[config.mk]
export PLATFORM = sky130hd
export DESIGN_NAME = amber128_uart_tx_arb
export DESIGN_NICKNAME = d
export VERILOG_FILES = /design/src/rtl/amber128_uart_tx_arb.sv
export SDC_FILE = /design/constraint.sdc
export NUM_CORES = 1
export LEC_CHECK = 0
export BUFFER_PORTS_ARGS = -buffer_cell sky130_fd_sc_hd__buf_2
export CAP_MARGIN = 20
export CORE_MARGIN = 2
export CORE_UTILIZATION = 45
export DETAILED_ROUTE_END_ITERATION = 12
export PLACE_DENSITY = 0.67
export SLEW_MARGIN = 20
export SYNTH_ARGS = -nofsm -noshare
export SYNTH_HDL_FRONTEND = slang
export SYNTH_SLANG_ARGS = --single-unit
[constraint.sdc]
create_clock -name sys_clk -period 3.3 [get_ports sys_clk]
set_input_delay 0.33 -clock sys_clk [delete_from_list [all_inputs] [get_ports sys_clk]]
set_output_delay 0.33 -clock sys_clk [all_outputs]
set_load 0.1 [all_outputs]
[src/rtl/amber128_uart_tx_arb.sv]
// Line-locked two-requester arbiter in front of a single UART transmitter.
// An owner keeps the UART until it sends EOL_CHAR or idles for IDLE_TIMEOUT cycles.
module amber128_uart_tx_arb #(
  parameter int unsigned IDLE_TIMEOUT = 2700,
  parameter logic [7:0]  EOL_CHAR     = 8'h0A,
  parameter int unsigned CNT_W        = 16
) (
  input  logic       sys_clk,
  input  logic       rst_sync_n,
  input  logic       req0_valid_i,
  input  logic [7:0] req0_data_i,
  output logic       req0_ready_o,
  input  logic       req1_valid_i,
  input  logic [7:0] req1_data_i,
  output logic       req1_ready_o,
  output logic       tx_valid_o,
  output logic [7:0] tx_data_o,
  input  logic       tx_ready_i,
  output logic [1:0] grant_o
);

  localparam logic [CNT_W-1:0] TimeoutVal = CNT_W'(IDLE_TIMEOUT);
  localparam bit               TimeoutEn  = (IDLE_TIMEOUT != 0);

  typedef enum logic [1:0] {StIdle, StLock0, StLock1} state_e;

  state_e           state_q, state_d;
  logic             last_q, last_d;
  logic [CNT_W-1:0] timer_q, timer_d, timer_inc;
  logic             tx_valid_q, tx_valid_d;
  logic [7:0]       tx_data_q, tx_data_d;

  logic       slot_free;
  logic       acc0, acc1, acc_any;
  logic [7:0] acc_data;

  assign slot_free = ~tx_valid_q | tx_ready_i;
  assign acc0      = req0_ready_o & req0_valid_i;
  assign acc1      = req1_ready_o & req1_valid_i;
  assign acc_any   = acc0 | acc1;
  assign acc_data  = acc1 ? req1_data_i : req0_data_i;

  always_ff @(posedge sys_clk or negedge rst_sync_n) begin
    if (!rst_sync_n) begin
      state_q <= StIdle;
      last_q  <= 1'b1;
      timer_q <= '0;
    end else begin
      state_q <= state_d;
      last_q  <= last_d;
      timer_q <= timer_d;
    end
  end

  always_comb begin
    state_d   = state_q;
    last_d    = last_q;
    timer_d   = timer_q;
    timer_inc = (timer_q == '1) ? timer_q : timer_q + CNT_W'(1);
    unique case (state_q)
      StIdle: begin
        timer_d = '0;
        // On a tie the requester that did not own the last line wins.
        if (req0_valid_i && req1_valid_i) begin
          state_d = last_q ? StLock0 : StLock1;
        end else if (req0_valid_i) begin
          state_d = StLock0;
        end else if (req1_valid_i) begin
          state_d = StLock1;
        end
      end
      StLock0, StLock1: begin
        if (acc_any) begin
          timer_d = '0;
          if (acc_data == EOL_CHAR) begin
            state_d = StIdle;
            last_d  = (state_q == StLock1);
          end
        end else begin
          timer_d = timer_inc;
          if (TimeoutEn && (timer_inc >= TimeoutVal)) begin
            state_d = StIdle;
            last_d  = (state_q == StLock1);
          end
        end
      end
      default: state_d = StIdle;
    endcase
  end

  always_comb begin
    grant_o      = 2'b00;
    req0_ready_o = 1'b0;
    req1_ready_o = 1'b0;
    unique case (state_q)
      StLock0: begin
        grant_o      = 2'b01;
        req0_ready_o = slot_free;
      end
      StLock1: begin
        grant_o      = 2'b10;
        req1_ready_o = slot_free;
      end
      default: ;
    endcase
  end

  // Single-entry output register; data holds until the UART takes it.
  always_comb begin
    tx_valid_d = tx_valid_q;
    tx_data_d  = tx_data_q;
    if (acc_any) begin
      tx_valid_d = 1'b1;
      tx_data_d  = acc_data;
    end else if (tx_ready_i) begin
      tx_valid_d = 1'b0;
    end
  end

  always_ff @(posedge sys_clk or negedge rst_sync_n) begin
    if (!rst_sync_n) begin
      tx_valid_q <= 1'b0;
      tx_data_q  <= 8'h00;
    end else begin
      tx_valid_q <= tx_valid_d;
      tx_data_q  <= tx_data_d;
    end
  end

  assign tx_valid_o = tx_valid_q;
  assign tx_data_o  = tx_data_q;

endmodule

==> results.sh <==
export IMPL_place_hpwl_um=3110
export IMPL_synth_top_family_by_area="simple AND/OR/NAND/NOR gates"
export IMPL_synth_top_area_frac=0.355
export IMPL_cts_max_path_buffers=2
export IMPL_cts_resized=0
export IMPL_fin_tns_setup_ps=0
export IMPL_r2r_start="timer_q[1]"
export IMPL_crit_path_end_kind="register"
export IMPL_synth_seq_cells=28
export IMPL_ant_nets=0
export IMPL_slew_viol_final=0
export IMPL_slew_headroom=0.502
export IMPL_drtIter0Drc=171
export IMPL_placed_cell_area_um2=2070
export IMPL_cts_hold_buf=0
export IMPL_maxCapViolations=0
export IMPL_wl_per_cell_um=14.4
export IMPL_clkLatencyLatePin_ps=280
export IMPL_ff2ff_path_depth=7
export IMPL_required_ps=3520
export IMPL_syn_area_um2=1900
export IMPL_drive_gt1_frac=0.178
export IMPL_synth_area_leaders="dfrtp_1, mux2i_1, nor2_1"
export IMPL_track_usage=0.197
export IMPL_rows=23
export IMPL_synth_edf_count=0
export IMPL_viasPerCell=5.86
export IMPL_crit_type="register to register"
export IMPL_design_die_area_um2=4760
export IMPL_areaGrowthSynthToFinish_pct=11.7
export IMPL_min_path_type="input port to async pin"
export IMPL_crit_start="timer_q[1]"
export IMPL_cts_tree="done"
export IMPL_synth_fp_nets=250
export IMPL_place_gp_congestion=0.849
export IMPL_synth_warnings=0
export IMPL_nets=274
export IMPL_r2r_slack_ps=770
export IMPL_htreeDepth=1
export IMPL_grt_pass1_vias=1554
export IMPL_synthFlopType="dfrtp_1"
export IMPL_drc_errors=0
export IMPL_core_area_um2=4030
export IMPL_synth_common_cells="dfrtp_1, nor2_1, a21oi_1, o21ai_0, nand2_1"
export IMPL_syn_inst=224
export IMPL_fin_area_um2=2120
export IMPL_p_per_area_nw_per_um2=908
export IMPL_die_y_um=69.0
export IMPL_grt_overflow_total=0
export IMPL_fin_skew_ps=5.37
export IMPL_setup_viol=0
export IMPL_port_buffers=33
export IMPL_hold_viol=0
export IMPL_worst_setup_path_start_kind="register"
export IMPL_post_cts_setup_buffer_count=0
export IMPL_synth_area_mux_share=0.0645
export IMPL_num_antenna_cells=0
export IMPL_arrival_ps=2750
export IMPL_worstPathMaxFanout=9
export IMPL_dp_cells=293
export IMPL_synth_compound_area_share=0.230
export IMPL_cts_buffers=3
export IMPL_antenna_found_initial=0
export IMPL_vias=1740
export IMPL_yosys_area_share_adder=0.0329
export IMPL_wl_um=4270
export IMPL_synth_seq_area_share=0.369
export IMPL_synth_async_sr_flop_share=1.00
export IMPL_pin_count=34
export IMPL_timing_final_crit_share=0.767
export IMPL_yosysMostFrequentCell="dfrtp_1"
export IMPL_synthSimpleGateAreaFrac=0.249
export IMPL_cts_sinks=28
export IMPL_initial_core_util=0.472
export IMPL_instances_no_fill=297
export IMPL_worst_slew_pin_slew_ps=748
export IMPL_synth_xor_area_share=0.00922
export IMPL_n_fill_cell=373
export IMPL_path_clk_slew_ps=100
export IMPL_root_buffer="clkbuf_8"
export IMPL_fin_crit_ps=2530
export IMPL_status="completed"
export IMPL_synth_avg_cell_area_um2=8.48
export IMPL_rsz0062_at_grt="no"
export IMPL_synth_distinct_cells=50
export IMPL_vdd_drop_max_v=0.000692
export IMPL_p_leak_nw=0.989
export IMPL_die_x_um=69.0
export IMPL_r2r_end="last_q"
export IMPL_grt_pass1_wl_um=7170
export IMPL_yosysTopAreaCell="dfrtp_1"
export IMPL_dr_pass1_iters=4
export IMPL_max_freq_mhz=395
export IMPL_post_route_util=0.527
export IMPL_total_power_mw=1.93
export IMPL_grt_max_degree=29
==> power by group <==
| part | internal, mW | total (mW) | switching [mW] |
|---|---|---|---|
| registers | 0.427 | 0.488 | 0.0611 |
| clock network | 0.107 | 0.221 | 0.114 |
| logic | 0.275 | 1.22 | 0.943 |
==> through the flow <==
step	worst slack [ps]	hold WS, ps
finish	767	54.7
global route	566	108
CTS	781	71.6
detailed placement	819	394
global placement	854	389
floorplan	413	34.4
==> critical path: stages, from the launching register on <==
cell      delay [ps]
dfrtp_1          430
ha_1             330
nand3_1          300
o311ai_0         370
o21ai_0          170
a311o_1          400
a21oi_2          140
mux2_1           330
==> worst max-delay path by stage <==
| stage | to | slack (ps) |
|---|---|---|
| 6_report | last_q | 770 |
| 3_5_place_dp | last_q | 820 |
| 3_3_place_gp | last_q | 850 |
| 4_1_cts | last_q | 780 |
| 2_1_floorplan | timer_q[4] | 410 |
| 5_1_grt | last_q | 570 |
==> placed cells by master, fill, tap and decap left out, types with 2 or more instances in the layout <==
master,instances
mux2i_1,10
and2_1,2
o21ai_0,17
or3_1,2
nand3_1,9
o22ai_1,2
nor2_1,24
xnor2_1,2
buf_2,33
o311ai_0,2
a22oi_1,2
nor3b_1,2
o22a_1,4
a21oi_1,17
a31oi_1,5
dfrtp_1,27
nor3_1,8
ha_1,5
a2111oi_0,2
inv_1,5
nand4_1,5
nor4_1,6
nand2_1,15
nand2b_1,6
and3_1,5
clkbuf_8,4
o41ai_1,3
o31ai_1,2
==> layout make-up <==
type,count,area (um2),share of cell area
clock buffer,4,55.1,0.0259
multi-input combinational,176,1110,0.524
inverter,5,18.8,0.00884
sequential,28,702,0.331
timing repair buffer,34,173,0.0813
tap,50,62.6,0.0295
==> state kept, by name, summed over array words and instances, names as in the netlist <==
register / flops
last_q: 1
tx_valid_o: 1
state_q: 2
tx_data_o: 8
timer_q: 16
==> routing by layer <==
metal | track usage | vias up | routed length (um)
met5 | 0 | - | 0
met4 | 0.0515 | 0 | 18
met3 | 0.0471 | 2 | 234
met2 | 0.314 | 59 | 1960
met1 | 0.269 | 791 | 2060
li1 | - | 888 | -
==> cell families after synthesis <==
group | Yosys count
AND/OR/NAND/NOR | 90
flip-flops | 28
multiplexers | 12
XOR/XNOR | 2
buffers and inverters | 20
AO/OA/AOI/OAI | 67
adder cells (fa/ha/maj) | 5
Power figures use the tool's default switching activity.
